**src/rtl/axi_slv_pkg.sv**
```systemverilog
// Shared constants and state type for the AXI4-to-SRAM slave.
package axi_slv_pkg;

  localparam logic [1:0] RESP_OKAY   = 2'b00;
  localparam logic [1:0] RESP_SLVERR = 2'b10;
  localparam logic [1:0] BURST_INCR  = 2'b01;
  localparam logic [2:0] SIZE_WORD   = 3'b010;

  typedef enum logic [2:0] {
    ST_IDLE     = 3'd0,
    ST_RD_ISSUE = 3'd1,
    ST_RD_CAP   = 3'd2,
    ST_R_DATA   = 3'd3,
    ST_W_DATA   = 3'd4,
    ST_B_RESP   = 3'd5
  } state_e;

endpackage

```
**src/rtl/axi_sram_slave_if.sv**
```systemverilog
// AXI4 read/write channel bundle between the interconnect (master) and the SRAM slave.
interface axi_sram_slave_if #(
  parameter int unsigned ID_W = 8
) ();

  logic [ID_W-1:0] AWID;
  logic [31:0]     AWADDR;
  logic [3:0]      AWLEN;
  logic [2:0]      AWSIZE;
  logic [1:0]      AWBURST;
  logic            AWVALID;
  logic            AWREADY;

  logic [31:0]     WDATA;
  logic [3:0]      WSTRB;
  logic            WLAST;
  logic            WVALID;
  logic            WREADY;

  logic [ID_W-1:0] BID;
  logic [1:0]      BRESP;
  logic            BVALID;
  logic            BREADY;

  logic [ID_W-1:0] ARID;
  logic [31:0]     ARADDR;
  logic [3:0]      ARLEN;
  logic [2:0]      ARSIZE;
  logic [1:0]      ARBURST;
  logic            ARVALID;
  logic            ARREADY;

  logic [ID_W-1:0] RID;
  logic [31:0]     RDATA;
  logic [1:0]      RRESP;
  logic            RLAST;
  logic            RVALID;
  logic            RREADY;

  modport slave (
    input  AWID, AWADDR, AWLEN, AWSIZE, AWBURST, AWVALID,
    input  WDATA, WSTRB, WLAST, WVALID,
    input  BREADY,
    input  ARID, ARADDR, ARLEN, ARSIZE, ARBURST, ARVALID,
    input  RREADY,
    output AWREADY, WREADY, BID, BRESP, BVALID, ARREADY,
    output RID, RDATA, RRESP, RLAST, RVALID
  );

  modport master (
    output AWID, AWADDR, AWLEN, AWSIZE, AWBURST, AWVALID,
    output WDATA, WSTRB, WLAST, WVALID,
    output BREADY,
    output ARID, ARADDR, ARLEN, ARSIZE, ARBURST, ARVALID,
    output RREADY,
    input  AWREADY, WREADY, BID, BRESP, BVALID, ARREADY,
    input  RID, RDATA, RRESP, RLAST, RVALID
  );

endinterface

```
**src/rtl/axi_burst_ctr.sv**
```systemverilog
// Burst bookkeeping: latched word address, LEN and beat counter; address wraps at top of memory.
module axi_burst_ctr
  import axi_slv_pkg::*;
#(
  parameter int unsigned ADDR_W = 14
) (
  input  logic              clk,
  input  logic              rst,
  input  logic              load,
  input  logic              step,
  input  logic [ADDR_W-1:0] load_addr,
  input  logic [3:0]        load_len,
  output logic [ADDR_W-1:0] addr,
  output logic              is_last
);

  logic [ADDR_W-1:0] addr_q;
  logic [3:0]        len_q;
  logic [3:0]        beat_q;

  always_ff @(posedge clk) begin
    if (rst) begin
      addr_q <= '0;
      len_q  <= '0;
      beat_q <= '0;
    end else if (load) begin
      addr_q <= load_addr;
      len_q  <= load_len;
      beat_q <= '0;
    end else if (step) begin
      addr_q <= addr_q + ADDR_W'(1);
      beat_q <= beat_q + 4'd1;
    end
  end

  assign addr    = addr_q;
  assign is_last = (beat_q == len_q);

endmodule

```
**src/rtl/axi_sram_slave.sv**
```systemverilog
// AXI4 slave serving INCR bursts from a 1-cycle-latency single-port SRAM.
// Define AXI_SRAM_ADDR_CHECK_EN to answer SLVERR for beats above the SRAM range.
module axi_sram_slave
  import axi_slv_pkg::*;
#(
  parameter int unsigned ID_W   = 8,
  parameter int unsigned ADDR_W = 14
) (
  input  logic              clk,
  input  logic              rst,
  axi_sram_slave_if.slave   bus,
  output logic              CS,
  output logic              OE,
  output logic [3:0]        WEB,
  output logic [ADDR_W-1:0] A,
  output logic [31:0]       DI,
  input  logic [31:0]       DO
);

  state_e            state_q, state_d;
  logic [ID_W-1:0]   id_q;
  logic [31:0]       rdata_q;
  logic              err_q, err_d;
  logic              oor_q;
  logic              ld, step, is_last;
  logic [ADDR_W-1:0] addr;
  logic [31:0]       ld_byte_addr;
  logic [3:0]        ld_len;
  logic [ID_W-1:0]   ld_id;
  logic              unused_ok;

  axi_burst_ctr #(
    .ADDR_W (ADDR_W)
  ) u_burst_ctr (
    .clk       (clk),
    .rst       (rst),
    .load      (ld),
    .step      (step),
    .load_addr (ld_byte_addr[ADDR_W+1:2]),
    .load_len  (ld_len),
    .addr      (addr),
    .is_last   (is_last)
  );

  // Read has priority, so the load mux follows ARVALID.
  assign ld_byte_addr = bus.ARVALID ? bus.ARADDR : bus.AWADDR;
  assign ld_len       = bus.ARVALID ? bus.ARLEN  : bus.AWLEN;
  assign ld_id        = bus.ARVALID ? bus.ARID   : bus.AWID;

`ifdef AXI_SRAM_ADDR_CHECK_EN
  always_ff @(posedge clk) begin
    if (rst) begin
      oor_q <= 1'b0;
    end else if (ld) begin
      oor_q <= |ld_byte_addr[31:ADDR_W+2];
    end
  end
`else
  assign oor_q = 1'b0;
`endif

  always_comb begin
    state_d     = state_q;
    err_d       = err_q;
    ld          = 1'b0;
    step        = 1'b0;
    CS          = 1'b0;
    OE          = 1'b0;
    WEB         = 4'hF;
    A           = '0;
    DI          = '0;
    bus.ARREADY = 1'b0;
    bus.AWREADY = 1'b0;
    bus.WREADY  = 1'b0;
    bus.BVALID  = 1'b0;
    bus.BID     = '0;
    bus.BRESP   = RESP_OKAY;
    bus.RVALID  = 1'b0;
    bus.RID     = '0;
    bus.RDATA   = '0;
    bus.RRESP   = RESP_OKAY;
    bus.RLAST   = 1'b0;
    // Outputs stay at their idle values for the whole reset cycle.
    if (!rst) begin
      unique case (state_q)
        ST_IDLE: begin
          bus.ARREADY = bus.ARVALID;
          bus.AWREADY = bus.AWVALID & ~bus.ARVALID;
          if (bus.ARVALID) begin
            ld      = 1'b1;
            err_d   = 1'b0;
            state_d = ST_RD_ISSUE;
          end else if (bus.AWVALID) begin
            ld      = 1'b1;
            err_d   = 1'b0;
            state_d = ST_W_DATA;
          end
        end
        ST_RD_ISSUE: begin
          CS      = ~oor_q;
          OE      = 1'b1;
          A       = addr;
          state_d = ST_RD_CAP;
        end
        ST_RD_CAP: begin
          OE      = 1'b1;
          state_d = ST_R_DATA;
        end
        ST_R_DATA: begin
          bus.RVALID = 1'b1;
          bus.RDATA  = rdata_q;
          bus.RID    = id_q;
          bus.RLAST  = is_last;
          bus.RRESP  = oor_q ? RESP_SLVERR : RESP_OKAY;
          if (bus.RREADY) begin
            if (is_last) begin
              state_d = ST_IDLE;
            end else begin
              step    = 1'b1;
              state_d = ST_RD_ISSUE;
            end
          end
        end
        ST_W_DATA: begin
          bus.WREADY = 1'b1;
          if (bus.WVALID) begin
            CS   = 1'b1;
            WEB  = oor_q ? 4'hF : ~bus.WSTRB;
            DI   = bus.WDATA;
            A    = addr;
            step = 1'b1;
            if ((bus.WLAST != is_last) || oor_q) err_d = 1'b1;
            if (bus.WLAST || is_last) state_d = ST_B_RESP;
          end
        end
        ST_B_RESP: begin
          bus.BVALID = 1'b1;
          bus.BID    = id_q;
          bus.BRESP  = err_q ? RESP_SLVERR : RESP_OKAY;
          if (bus.BREADY) begin
            err_d   = 1'b0;
            state_d = ST_IDLE;
          end
        end
        default: state_d = ST_IDLE;
      endcase
    end
  end

  always_ff @(posedge clk) begin
    if (rst) begin
      state_q <= ST_IDLE;
      id_q    <= '0;
      rdata_q <= '0;
      err_q   <= 1'b0;
    end else begin
      state_q <= state_d;
      err_q   <= err_d;
      if (ld) id_q <= ld_id;
      if (state_q == ST_RD_CAP) rdata_q <= oor_q ? '0 : DO;
    end
  end

  // Size/burst are fixed by the system; byte-lane and upper address bits only matter with the check.
  assign unused_ok = ^{bus.AWSIZE ^ SIZE_WORD, bus.ARSIZE ^ SIZE_WORD,
                       bus.AWBURST ^ BURST_INCR, bus.ARBURST ^ BURST_INCR,
                       ld_byte_addr[31:ADDR_W+2], ld_byte_addr[1:0]};

endmodule

```
**src/flat_wrapper.sv**
```systemverilog
// flat-port wrapper written by rule: the top's interface ports become plain ports
module axi_sram_slave_flat import axi_slv_pkg::*;
#(
  parameter int unsigned ID_W   = 8,
  parameter int unsigned ADDR_W = 14
)
  (clk, rst, CS, OE, WEB, A, DI, DO, bus_AWID, bus_AWADDR, bus_AWLEN, bus_AWSIZE, bus_AWBURST, bus_AWVALID, bus_WDATA, bus_WSTRB, bus_WLAST, bus_WVALID, bus_BREADY, bus_ARID, bus_ARADDR, bus_ARLEN, bus_ARSIZE, bus_ARBURST, bus_ARVALID, bus_RREADY, bus_AWREADY, bus_WREADY, bus_BID, bus_BRESP, bus_BVALID, bus_ARREADY, bus_RID, bus_RDATA, bus_RRESP, bus_RLAST, bus_RVALID);
  axi_sram_slave_if #(.ID_W(ID_W)) bus_i ();
  input  logic clk;
  input  logic rst;
  output logic CS;
  output logic OE;
  output logic [3:0] WEB;
  output logic [ADDR_W-1:0] A;
  output logic [31:0] DI;
  input  logic [31:0] DO;
  input wire logic [$bits(bus_i.AWID)-1:0] bus_AWID;
  input wire logic [$bits(bus_i.AWADDR)-1:0] bus_AWADDR;
  input wire logic [$bits(bus_i.AWLEN)-1:0] bus_AWLEN;
  input wire logic [$bits(bus_i.AWSIZE)-1:0] bus_AWSIZE;
  input wire logic [$bits(bus_i.AWBURST)-1:0] bus_AWBURST;
  input wire logic [$bits(bus_i.AWVALID)-1:0] bus_AWVALID;
  input wire logic [$bits(bus_i.WDATA)-1:0] bus_WDATA;
  input wire logic [$bits(bus_i.WSTRB)-1:0] bus_WSTRB;
  input wire logic [$bits(bus_i.WLAST)-1:0] bus_WLAST;
  input wire logic [$bits(bus_i.WVALID)-1:0] bus_WVALID;
  input wire logic [$bits(bus_i.BREADY)-1:0] bus_BREADY;
  input wire logic [$bits(bus_i.ARID)-1:0] bus_ARID;
  input wire logic [$bits(bus_i.ARADDR)-1:0] bus_ARADDR;
  input wire logic [$bits(bus_i.ARLEN)-1:0] bus_ARLEN;
  input wire logic [$bits(bus_i.ARSIZE)-1:0] bus_ARSIZE;
  input wire logic [$bits(bus_i.ARBURST)-1:0] bus_ARBURST;
  input wire logic [$bits(bus_i.ARVALID)-1:0] bus_ARVALID;
  input wire logic [$bits(bus_i.RREADY)-1:0] bus_RREADY;
  output wire logic [$bits(bus_i.AWREADY)-1:0] bus_AWREADY;
  output wire logic [$bits(bus_i.WREADY)-1:0] bus_WREADY;
  output wire logic [$bits(bus_i.BID)-1:0] bus_BID;
  output wire logic [$bits(bus_i.BRESP)-1:0] bus_BRESP;
  output wire logic [$bits(bus_i.BVALID)-1:0] bus_BVALID;
  output wire logic [$bits(bus_i.ARREADY)-1:0] bus_ARREADY;
  output wire logic [$bits(bus_i.RID)-1:0] bus_RID;
  output wire logic [$bits(bus_i.RDATA)-1:0] bus_RDATA;
  output wire logic [$bits(bus_i.RRESP)-1:0] bus_RRESP;
  output wire logic [$bits(bus_i.RLAST)-1:0] bus_RLAST;
  output wire logic [$bits(bus_i.RVALID)-1:0] bus_RVALID;
  assign bus_i.AWID = bus_AWID;
  assign bus_i.AWADDR = bus_AWADDR;
  assign bus_i.AWLEN = bus_AWLEN;
  assign bus_i.AWSIZE = bus_AWSIZE;
  assign bus_i.AWBURST = bus_AWBURST;
  assign bus_i.AWVALID = bus_AWVALID;
  assign bus_i.WDATA = bus_WDATA;
  assign bus_i.WSTRB = bus_WSTRB;
  assign bus_i.WLAST = bus_WLAST;
  assign bus_i.WVALID = bus_WVALID;
  assign bus_i.BREADY = bus_BREADY;
  assign bus_i.ARID = bus_ARID;
  assign bus_i.ARADDR = bus_ARADDR;
  assign bus_i.ARLEN = bus_ARLEN;
  assign bus_i.ARSIZE = bus_ARSIZE;
  assign bus_i.ARBURST = bus_ARBURST;
  assign bus_i.ARVALID = bus_ARVALID;
  assign bus_i.RREADY = bus_RREADY;
  assign bus_AWREADY = bus_i.AWREADY;
  assign bus_WREADY = bus_i.WREADY;
  assign bus_BID = bus_i.BID;
  assign bus_BRESP = bus_i.BRESP;
  assign bus_BVALID = bus_i.BVALID;
  assign bus_ARREADY = bus_i.ARREADY;
  assign bus_RID = bus_i.RID;
  assign bus_RDATA = bus_i.RDATA;
  assign bus_RRESP = bus_i.RRESP;
  assign bus_RLAST = bus_i.RLAST;
  assign bus_RVALID = bus_i.RVALID;
  axi_sram_slave #(.ID_W(ID_W), .ADDR_W(ADDR_W)) u_core (.clk(clk), .rst(rst), .bus(bus_i), .CS(CS), .OE(OE), .WEB(WEB), .A(A), .DI(DI), .DO(DO));
endmodule
```
**config.mk**
```make
export PLATFORM = sky130hd
export DESIGN_NAME = axi_sram_slave_flat
export DESIGN_NICKNAME = d
export VERILOG_FILES = /design/src/rtl/axi_slv_pkg.sv /design/src/rtl/axi_sram_slave_if.sv /design/src/rtl/axi_burst_ctr.sv /design/src/rtl/axi_sram_slave.sv /design/src/flat_wrapper.sv
export SDC_FILE = /design/constraint.sdc
export NUM_CORES = 1
export LEC_CHECK = 0
export ABC_AREA = 0
export BUFFER_PORTS_ARGS = -buffer_cell sky130_fd_sc_hd__buf_2
export CORE_AREA = 5 5 106 108
export DETAILED_ROUTE_END_ITERATION = 10
export DIE_AREA = 0 0 111 113
export PLACE_DENSITY = 0.77
export SLEW_MARGIN = 25
export SYNTH_ARGS = -nofsm -noshare
export SYNTH_HDL_FRONTEND = slang
export SYNTH_SLANG_ARGS = --single-unit
```
**constraint.sdc**
```tcl
create_clock -name clk -period 5 [get_ports clk]
set_clock_uncertainty 0.1 [all_clocks]
set_input_delay 0.5 -clock clk [delete_from_list [all_inputs] [get_ports clk]]
set_output_delay 0.5 -clock clk [all_outputs]
set_load 0.01 [all_outputs]
```
==> results of run 1 <==
[flip-flops by register name, summed over array words and instances, names as in the netlist]
signal	cells
u_core.rdata_q	32
u_core.err_q	1
u_core.u_burst_ctr.len_q	4
u_core.state_q	3
u_core.id_q	8
u_core.u_burst_ctr.addr	14
u_core.u_burst_ctr.beat_q	4
[stage by stage]
stage / instances / setup slack [ns]
5_1_grt: 866 / 1.90
4_1_cts: 866 / 2.12
3_3_place_gp: 850 / 2.04
2_1_floorplan: 521 / 2.67
3_5_place_dp: 850 / 2.12
6_report: 866 / 2.09
[final timing paths]
| path | startpoint | to | slack (ns) | cells after the start |
|---|---|---|---|---|
| worst max-delay path | u_core.state_q[2]$_SDFFE_PP0P_ | A[1] | 2.09 | 5 |
| worst min-delay path | DO[19] | u_core.rdata_q[19]$_SDFFE_PP0N_ | 0.30 | 3 |
| worst max register to register | u_core.state_q[2]$_SDFFE_PP0P_ | u_core.u_burst_ctr.addr[7]$_SDFFE_PP0P_ | 2.25 | 6 |
| worst min register to register | u_core.rdata_q[6]$_SDFFE_PP0N_ | u_core.rdata_q[6]$_SDFFE_PP0N_ | 0.35 | 2 |
[worst reg2reg max path: stages, from the launching register on]
cell	delay, ns
dfxtp_1	0.62
nor4b_4	0.28
buf_4	0.30
and2_1	0.36
a31oi_2	0.18
or4_1	0.57
a311oi_1	0.25
[cells by family after synthesis]
family	share of synthesized area, %
mux	3.44
compound gates	16.5
flops	34.0
fa+ha+maj	0.966
simple gates	37.6
xor+xnor	1.35
other cells	0.0965
buf+inv	6.05
[cell usage in the layout (no fill, tap or decap), types with 2 or more instances in the layout]
cell type  synthesis  layout
nor2_1             9       9
o31ai_1            2       2
and4_1             2       2
nand2_1           94      93
nand3_1            7       7
mux2i_1           10      10
a22oi_1            2       2
nand3b_1           3       3
a311oi_1           8       8
and2_1            70      69
and3_1            50      50
nor4_1             2       2
dfxtp_1           66      66
o21ai_0           23      23
ha_1               3       3
conb_1             1       3
a211oi_1           3       3
or4_1              4       4
a41o_1             2       2
nor2b_1           12      12
xnor2_1            6       6
nor3_2             0       2
buf_4              3       6
a211o_1            2       2
clkinv_2           0       3
a21oi_1           53      53
a221oi_1           3       3
mux2_2             3       3
buf_2              5     234
nor3_1             7       5
nor3b_1            3       3
clkbuf_8           0      11
nand4_1            7       7
inv_1              5       5
[area by class of cell]
class | count | share of cell area, %
inverter | 5 | 0.355
clock buffer | 11 | 2.87
timing repair buffer | 240 | 23.0
tap | 136 | 3.22
clock inverter | 5 | 0.995
sequential | 66 | 25.0
multi-input combinational | 403 | 44.5
[cell usage after synthesis (4+ instances only)]
| cell type | n | share of area, % |
|---|---|---|
| a21oi_1 | 53 | 6.8 |
| a311oi_1 | 8 | 1.8 |
| and2_1 | 70 | 11 |
| and3_1 | 50 | 8.0 |
| buf_1 | 4 | 0.39 |
| buf_2 | 5 | 0.64 |
| clkbuf_1 | 32 | 3.1 |
| dfxtp_1 | 66 | 34 |
| inv_1 | 5 | 0.48 |
| mux2i_1 | 10 | 2.6 |
| nand2_1 | 94 | 9.1 |
| nand3_1 | 7 | 0.90 |
| nand4_1 | 7 | 1.1 |
| nor2_1 | 9 | 0.87 |
| nor2b_1 | 12 | 1.9 |
| nor3_1 | 7 | 0.90 |
| o21ai_0 | 23 | 3.0 |
| or4_1 | 4 | 0.77 |
| xnor2_1 | 6 | 1.4 |
[power groups by stage]
stage	clock (mW)	combinational [mW]	sequential, mW
final	0.465	0.353	0.662
after global routing	0.502	0.401	0.676
after CTS	0.479	0.356	0.661
after detailed placement	0	0.355	0.672
after global placement	0	0.348	0.670
after floorplan	0	0.257	0.641
[metal layers]
metal / wire (um) / global-route usage, % / share of wire [%] / up-vias
li1: - / - / - / 2201
met5: 0 / 0 / 0 / -
met3: 1080 / 6.90 / 8.4 / 11
met2: 6190 / 33.8 / 48 / 149
met4: 128 / 4.11 / 1.0 / 0
met1: 5440 / 24.2 / 42 / 1909
==> flow_summary.ini, run 1 <==
[power]
pwr-share-clk_pct = 31.4
power_mw = 1.48
seqPwrFrac_pct = 44.7
leakage_nw = 2.73
power_frac_comb_pct = 23.9
vdd_drop_max_mv = 0.131
switchingPower_uw = 477
internal_power_mw = 1.00
p_sw_share_pct = 32.2
power_density_nw_per_um2 = 280

[layout]
ff_latch_area_um2 = 1320
final.fill_count = 1063
syn2layout_area_growth_pct = 35.9
multi_input_area_um2 = 2350
drive_gt1_share_pct = 36.4
antenna-diode-count = 0
final_util_pct = 52.1
fin_area_um2 = 5280
fin_nets = 902

[drt]
wire_per_inst_um = 14.8
drt_iter0_markers = 204
vias = 4270
first_pass_iters = 4
routed_wl_um = 12800
vias_per_cell = 4.93
ant_nets = 0
drc_errors = 0

[placement]
hpwlAfterDp_um = 9580
gp_congestion = 0.793
port_buffers = 234
dpl-instance-area_um2 = 5070

[worst_setup_path]
worstPathRequired_ns = 4.40
crit_type = register to output port
critPathSlowestCell = dfxtp_1
path_cells = nor2b_1 -> a21oi_1 -> nor3_2 -> and2_1 -> buf_2
start_kind = register
critical_path_buf_inv_count = 1
critPathMaxStageDelay_ns = 0.62
crit_path_end_kind = output port
crit_fanout = 17
worstPathArrival_ns = 2.31
crit_family = simple AND/OR/NAND/NOR gates

[sta]
finalSetupViolations = 0
fin_tns_setup_ns = 0
max_freq_ghz = 0.344
finalCritPeriodShare_pct = 58.2
period_minus_slack_ns = 2.91
holdWs_ns = 0.296
finalHoldViolations = 0
rsz0062_at_grt = no
tightestPinTransition_ns = 0.724
finalMaxSlewViolations = 0
slew_headroom_pct = 51.5

[global_route]
grt_pass1_wl_um = 20600
antenna_found_initial = 0
overflow = 0
grt_max_degree = 46
grt_pass1_vias = 4221
grtUsageTotal_pct = 19.7

[floorplan]
start_util_pct = 38.3
ios = 284
dieArea_um2 = 12500
fp-row-count = 37
core_um2 = 10100
die_h_um = 113
die_w_um = 111

[yosys]
yosys_warnings = 0
postSynthCellCount = 519
synth_edf_count = 0
netlist-cell-type-count = 44
syn-mean-instance-area_um2 = 7.49
synth_area_um2 = 3890
ys_seq_elements = 66
ys_seq_area_share_pct = 34.0
synthFlopType = dfxtp_1
async_reset_ff_share_pct = 0

[cts]
cts.sinks = 66
cts_tree = done
cts_root_buffer = clkbuf_8
postCtsSetupBuffers = 0
ctsHtreeMaxLevel = 3
cts-buffers-inserted = 9
cts_hold_buf = 0
clkLatencyLatePin_ns = 0.33
clockBufferDepth = 2
clk_pin_slew_ns = 0.08
post_cts_resized = 0

[job]
cap_violations = 0

[status]
status = finished, final reports clean

[min_path]
hp-class = input port to register
Note: power is estimated with default switching activity, not from simulation.
==> run 2, diff against run 1 <==
--- a/config.mk
+++ b/config.mk
@@ -7,10 +7,10 @@
 export LEC_CHECK = 0
 export ABC_AREA = 0
 export BUFFER_PORTS_ARGS = -buffer_cell sky130_fd_sc_hd__buf_2
-export CORE_AREA = 5 5 106 108
+export CORE_AREA = 5 5 109 111
 export DETAILED_ROUTE_END_ITERATION = 10
-export DIE_AREA = 0 0 111 113
-export PLACE_DENSITY = 0.77
+export DIE_AREA = 0 0 114 116
+export PLACE_DENSITY = 0.76
 export SLEW_MARGIN = 25
 export SYNTH_ARGS = -nofsm -noshare
 export SYNTH_HDL_FRONTEND = slang
==> constraint.sdc (replaced) <==
create_clock -name clk -period 2.5 [get_ports clk]
set_clock_uncertainty 0.1 [all_clocks]
set_input_delay 0.25 -clock clk [delete_from_list [all_inputs] [get_ports clk]]
set_output_delay 0.25 -clock clk [all_outputs]
set_load 0.01 [all_outputs]
==> run 2 against run 1 <==
Global-route usage is 1.0 points lower. Final cell count increased by 1.5%. Sequential share of layout area down 0.21 points. Hold slack got worse by 0.25 ns. Total power increased by 97%. First-iteration DRC count is 7.8% higher. Largest power group unchanged.
==> flow_summary.ini, run 2 (synthesized netlist as in run 1, its figures left out) <==
[placement]
gp_congestion = 0.824
hpwlAfterDp_um = 9780
dp_slack_ns = 0.214
port_buffers = 234

[layout]
final_cell_mix = buf_2 (234), nand2_1 (94), and2_1 (70)
drive_gt1_share_pct = 36.8
syn2layout_area_growth_pct = 37.2
largest_reg_flops = 32
multi_input_area_um2 = 2340
antenna-diode-count = 0
top_register = u_core.rdata_q
ff_latch_area_um2 = 1320
final.fill_count = 1109
final_common_cell = buf_2
fin_nets = 913

[drt]
drt_iter0_markers = 220
first_pass_iters = 4
routed_wl_um = 13000
drc_errors = 0
vias_per_cell = 4.95
wire_per_inst_um = 14.8
vias = 4349
ant_nets = 0

[cts]
cts.sinks = 66
cts_root_buffer = clkbuf_8
post_cts_resized = 1
ctsHtreeMaxLevel = 3
cts_hold_buf = 0
cts-buffers-inserted = 9
cts_tree = done
clk_pin_slew_ns = 0.07
postCtsSetupBuffers = 0
clockBufferDepth = 2
clkLatencyLatePin_ns = 0.33

[worst_setup_path]
critPathMaxStageDelay_ns = 0.45
worstReg2RegEnd = u_core.u_burst_ctr.addr[7]$_SDFFE_PP0P_
crit_fanout = 35
path_depth = 5
worstPathRequired_ns = 2.15
worstPathArrival_ns = 1.91
r2r.worst_path.cells = 5
crit_family = simple AND/OR/NAND/NOR gates
r2r_slack_ns = 0.34
critical_path_buf_inv_count = 2
start_kind = register
crit_path_end_kind = output port
setup.worst_path.end = bus_RDATA[2]
path_cells = nor2b_1 -> and3_1 -> buf_4 -> and2_1 -> buf_2
r2r_start = u_core.state_q[0]$_SDFFE_PP0P_
crit_path_start = u_core.state_q[0]$_SDFFE_PP0P_
critPathSlowestCell = dfxtp_1
crit_type = register to output port

[global_route]
grtUsageTotal_pct = 18.7
grt_pass1_vias = 4187
grt_max_degree = 42
antenna_found_initial = 1
grt_pass1_wl_um = 20000
overflow = 0

[power]
power_frac_comb_pct = 26.3
seqPwrFrac_pct = 44.5
vdd_drop_max_mv = 0.230
power_density_nw_per_um2 = 548
p_sw_share_pct = 32.5
internal_power_mw = 1.97
leakage_nw = 2.76
power_mw = 2.92
pwr-share-clk_pct = 29.2
switchingPower_uw = 948

[sta]
tightestPinTransition_ns = 0.561
finalCritPeriodShare_pct = 90.4
fin_ws_ns = 0.241
rsz0062_at_grt = no
max_freq_ghz = 0.443
period_minus_slack_ns = 2.26
finalSetupViolations = 0
finalHoldViolations = 0
slew_headroom_pct = 62.4
finalMaxSlewViolations = 0
holdWs_ns = 0.0465
fin_tns_setup_ns = 0

[floorplan]
die_w_um = 114
fp-row-count = 38
ios = 284
die_h_um = 116
start_util_pct = 36.3
dieArea_um2 = 13200
core_um2 = 10700

[job]
cap_violations = 0

[min_path]
hold_path_depth = 3
hp-class = input port to register

[status]
status = finished, final reports clean
-- run 2: layer usage --
layer	share of wire [%]	up-vias	GRT usage [%]
met2	50	163	33.4
met1	41	1950	22.3
met3	8.7	12	4.70
met5	0.054	-	0
li1	-	2222	-
met4	0.85	2	5.38
-- run 2: tightest hold or removal path: stages --
cell and delay (ns):
buf_2 0.09, nand2_1 0.04, a21oi_1 0.05
-- run 2: area by class of cell --
cell class | count | share of cell area [%]
clock buffers | 10 | 2.39
clock inverters | 4 | 0.845
inverters | 5 | 0.352
multi-input cells | 403 | 43.9
flip-flops and latches | 66 | 24.8
well taps | 140 | 3.29
repair buffers | 251 | 24.4
-- run 2: stage by stage --
| step | instances | instance area (um^2) | util (%) |
|---|---|---|---|
| floorplan | 521 | 3890 | - |
| global placement | 865 | 5150 | 48.2 |
| detailed placement | 865 | 5150 | 48.2 |
| CTS | 879 | 5330 | 49.8 |
| global route | 879 | 5330 | 49.8 |
| finish | 879 | 5330 | 49.8 |
-- run 2: how the worst min path moves through the flow --
stage | startpoint | to | slack [ns]
2_1_floorplan | DO[0] | u_core.rdata_q[0]$_SDFFE_PP0N_ | 0.29
3_3_place_gp | u_core.rdata_q[25]$_SDFFE_PP0N_ | u_core.rdata_q[25]$_SDFFE_PP0N_ | 0.34
3_5_place_dp | u_core.rdata_q[21]$_SDFFE_PP0N_ | u_core.rdata_q[21]$_SDFFE_PP0N_ | 0.34
4_1_cts | DO[17] | u_core.rdata_q[17]$_SDFFE_PP0N_ | 0.02
5_1_grt | DO[21] | u_core.rdata_q[21]$_SDFFE_PP0N_ | 0.03
6_report | DO[13] | u_core.rdata_q[13]$_SDFFE_PP0N_ | 0.05
-- run 2: power by group through the flow --
| stage | clock network (mW) | registers [mW] | logic (mW) |
|---|---|---|---|
| finish | 0.854 | 1.30 | 0.767 |
| global route | 0.921 | 1.32 | 0.871 |
| floorplan | 0 | 1.28 | 0.515 |
| detailed placement | 0 | 1.32 | 0.771 |
| CTS | 0.892 | 1.30 | 0.772 |
| global placement | 0 | 1.32 | 0.759 |
==> run 3, diff against run 2 <==
--- a/config.mk
+++ b/config.mk
@@ -11,6 +11,7 @@
 export DETAILED_ROUTE_END_ITERATION = 10
 export DIE_AREA = 0 0 114 116
 export PLACE_DENSITY = 0.76
+export RECOVER_POWER = 100
 export SLEW_MARGIN = 25
 export SYNTH_ARGS = -nofsm -noshare
 export SYNTH_HDL_FRONTEND = slang
==> run 3 against run 2 <==
Wire length down 0.56%. Die area unchanged. Register-to-register slack worse by 0.08 ns. Count of clock-buffer cells in the layout unchanged. Total power down 0.72%. Final cell count unchanged. Critical path type unchanged. Largest cell class unchanged.
==> flow_summary.ini, run 3 (synthesized netlist as in run 1, its figures left out) <==
[drt]
drt_iter0_markers = 211
wire_per_inst_um = 14.7
vias_per_cell = 4.95
vias = 4352
ant_nets = 0
drc_errors = 0
routed_wl_um = 12900
first_pass_iters = 4

[worst_setup_path]
start_kind = register
critPathSlowestCell = nor3_2
crit_fanout = 14
crit_family = simple AND/OR/NAND/NOR gates
worstPathArrival_ns = 1.94
r2r_slack_ns = 0.26
crit_type = register to output port
worstPathRequired_ns = 2.15
critPathMaxStageDelay_ns = 0.58
path_cells = clkbuf_1 -> nor3_2 -> and2_0 -> buf_2
crit_path_end_kind = output port
critical_path_buf_inv_count = 2

[sta]
rsz0062_at_grt = no
tightestPinTransition_ns = 0.653
finalCritPeriodShare_pct = 91.7
fin_ws_ns = 0.208
max_freq_ghz = 0.436
slew_headroom_pct = 56.4
finalMaxSlewViolations = 0
fin_tns_setup_ns = 0
period_minus_slack_ns = 2.29
finalHoldViolations = 0
finalSetupViolations = 0

[power]
leakage_nw = 2.41
vdd_drop_max_mv = 0.225
power_density_nw_per_um2 = 556

[cts]
cts-buffers-inserted = 9
clkLatencyLatePin_ns = 0.33
cts_root_buffer = clkbuf_8
postCtsSetupBuffers = 0
cts_hold_buf = 0
cts_tree = done
ctsHtreeMaxLevel = 3
clk_pin_slew_ns = 0.07
cts.sinks = 66
clockBufferDepth = 2

[placement]
dp_slack_ns = 0.214
hpwlAfterDp_um = 9780
port_buffers = 234
gp_congestion = 0.824

[floorplan]
ios = 284
core_um2 = 10700
fp-row-count = 38
die_w_um = 114
start_util_pct = 36.3
dieArea_um2 = 13200
die_h_um = 116

[layout]
syn2layout_area_growth_pct = 34.2
final.fill_count = 1152
final_util_pct = 48.8
drive_gt1_share_pct = 26.4
fin_nets = 913
ff_latch_area_um2 = 1320
antenna-diode-count = 0
largest_reg_flops = 32
final_common_cell = buf_2
multi_input_area_um2 = 2340
top_register = u_core.rdata_q
final_cell_mix = buf_2 (158), nand2_1 (94), clkbuf_1 (78)

[global_route]
overflow = 0
antenna_found_initial = 1
grt_pass1_wl_um = 20000
grtUsageTotal_pct = 18.7
grt_max_degree = 42
grt_pass1_vias = 4187

[status]
status = finished, final reports clean

[job]
cap_violations = 0

[min_path]
hp-class = input port to register
-- run 3: changes by cell type in the layout (fill, tap and decap cells not counted), sizes merged --
cell and delta:
clkbuf +83, buf -83
-- run 3: metrics by stage --
step,power (mW),cells,instance area (um^2),hold slack [ns]
finish,2.90,879,5220,0.0481
global placement,2.08,865,5150,0.338
global route,3.09,879,5220,0.0324
CTS,2.96,879,5330,0.0234
floorplan,1.80,521,3890,0.286
detailed placement,2.09,865,5150,0.342
-- run 3: cell type report --
| type | count | share of cell area (%) |
|---|---|---|
| Timing Repair Buffer | 251 | 22.7 |
| Sequential cell | 66 | 25.4 |
| Inverter | 5 | 0.360 |
| Multi-Input combinational cell | 403 | 44.9 |
| Tap cell | 140 | 3.36 |
| Clock buffer | 10 | 2.45 |
| Clock inverter | 4 | 0.864 |
-- run 3: metal layers --
layer	track usage [%]	routed length, um
met1	22.3	5270
met2	33.4	6420
met3	4.70	1130
met4	5.38	111
met5	0	7
-- run 3: where the power goes --
part,internal (mW),switching (mW),total [mW]
sequential,1.19,0.110,1.30
combinational,0.320,0.429,0.749
clock,0.445,0.406,0.851
-- run 3: tightest hold or removal path, cell delays in order --
cell and delay [ns]:
buf_2 0.09, nand2_1 0.04, a21oi_1 0.05
-- run 3: worst paths after layout --
| check | to | cells after the start | start |
|---|---|---|---|
| worst max-delay path | bus_BRESP[1] | 4 | u_core.state_q[1]$_SDFFE_PP0P_ |
| worst min-delay path | u_core.rdata_q[13]$_SDFFE_PP0N_ | 3 | DO[13] |
| worst max register to register | u_core.u_burst_ctr.addr[7]$_SDFFE_PP0P_ | 5 | u_core.state_q[0]$_SDFFE_PP0P_ |
| worst min register to register | u_core.rdata_q[21]$_SDFFE_PP0N_ | 2 | u_core.rdata_q[21]$_SDFFE_PP0N_ |
-- run 3: timing repair --
item	CTS	global route
hold endpoints to repair	0	0
setup endpoints to repair	10	13
gates resized for setup	1	1
gates cloned	0	0
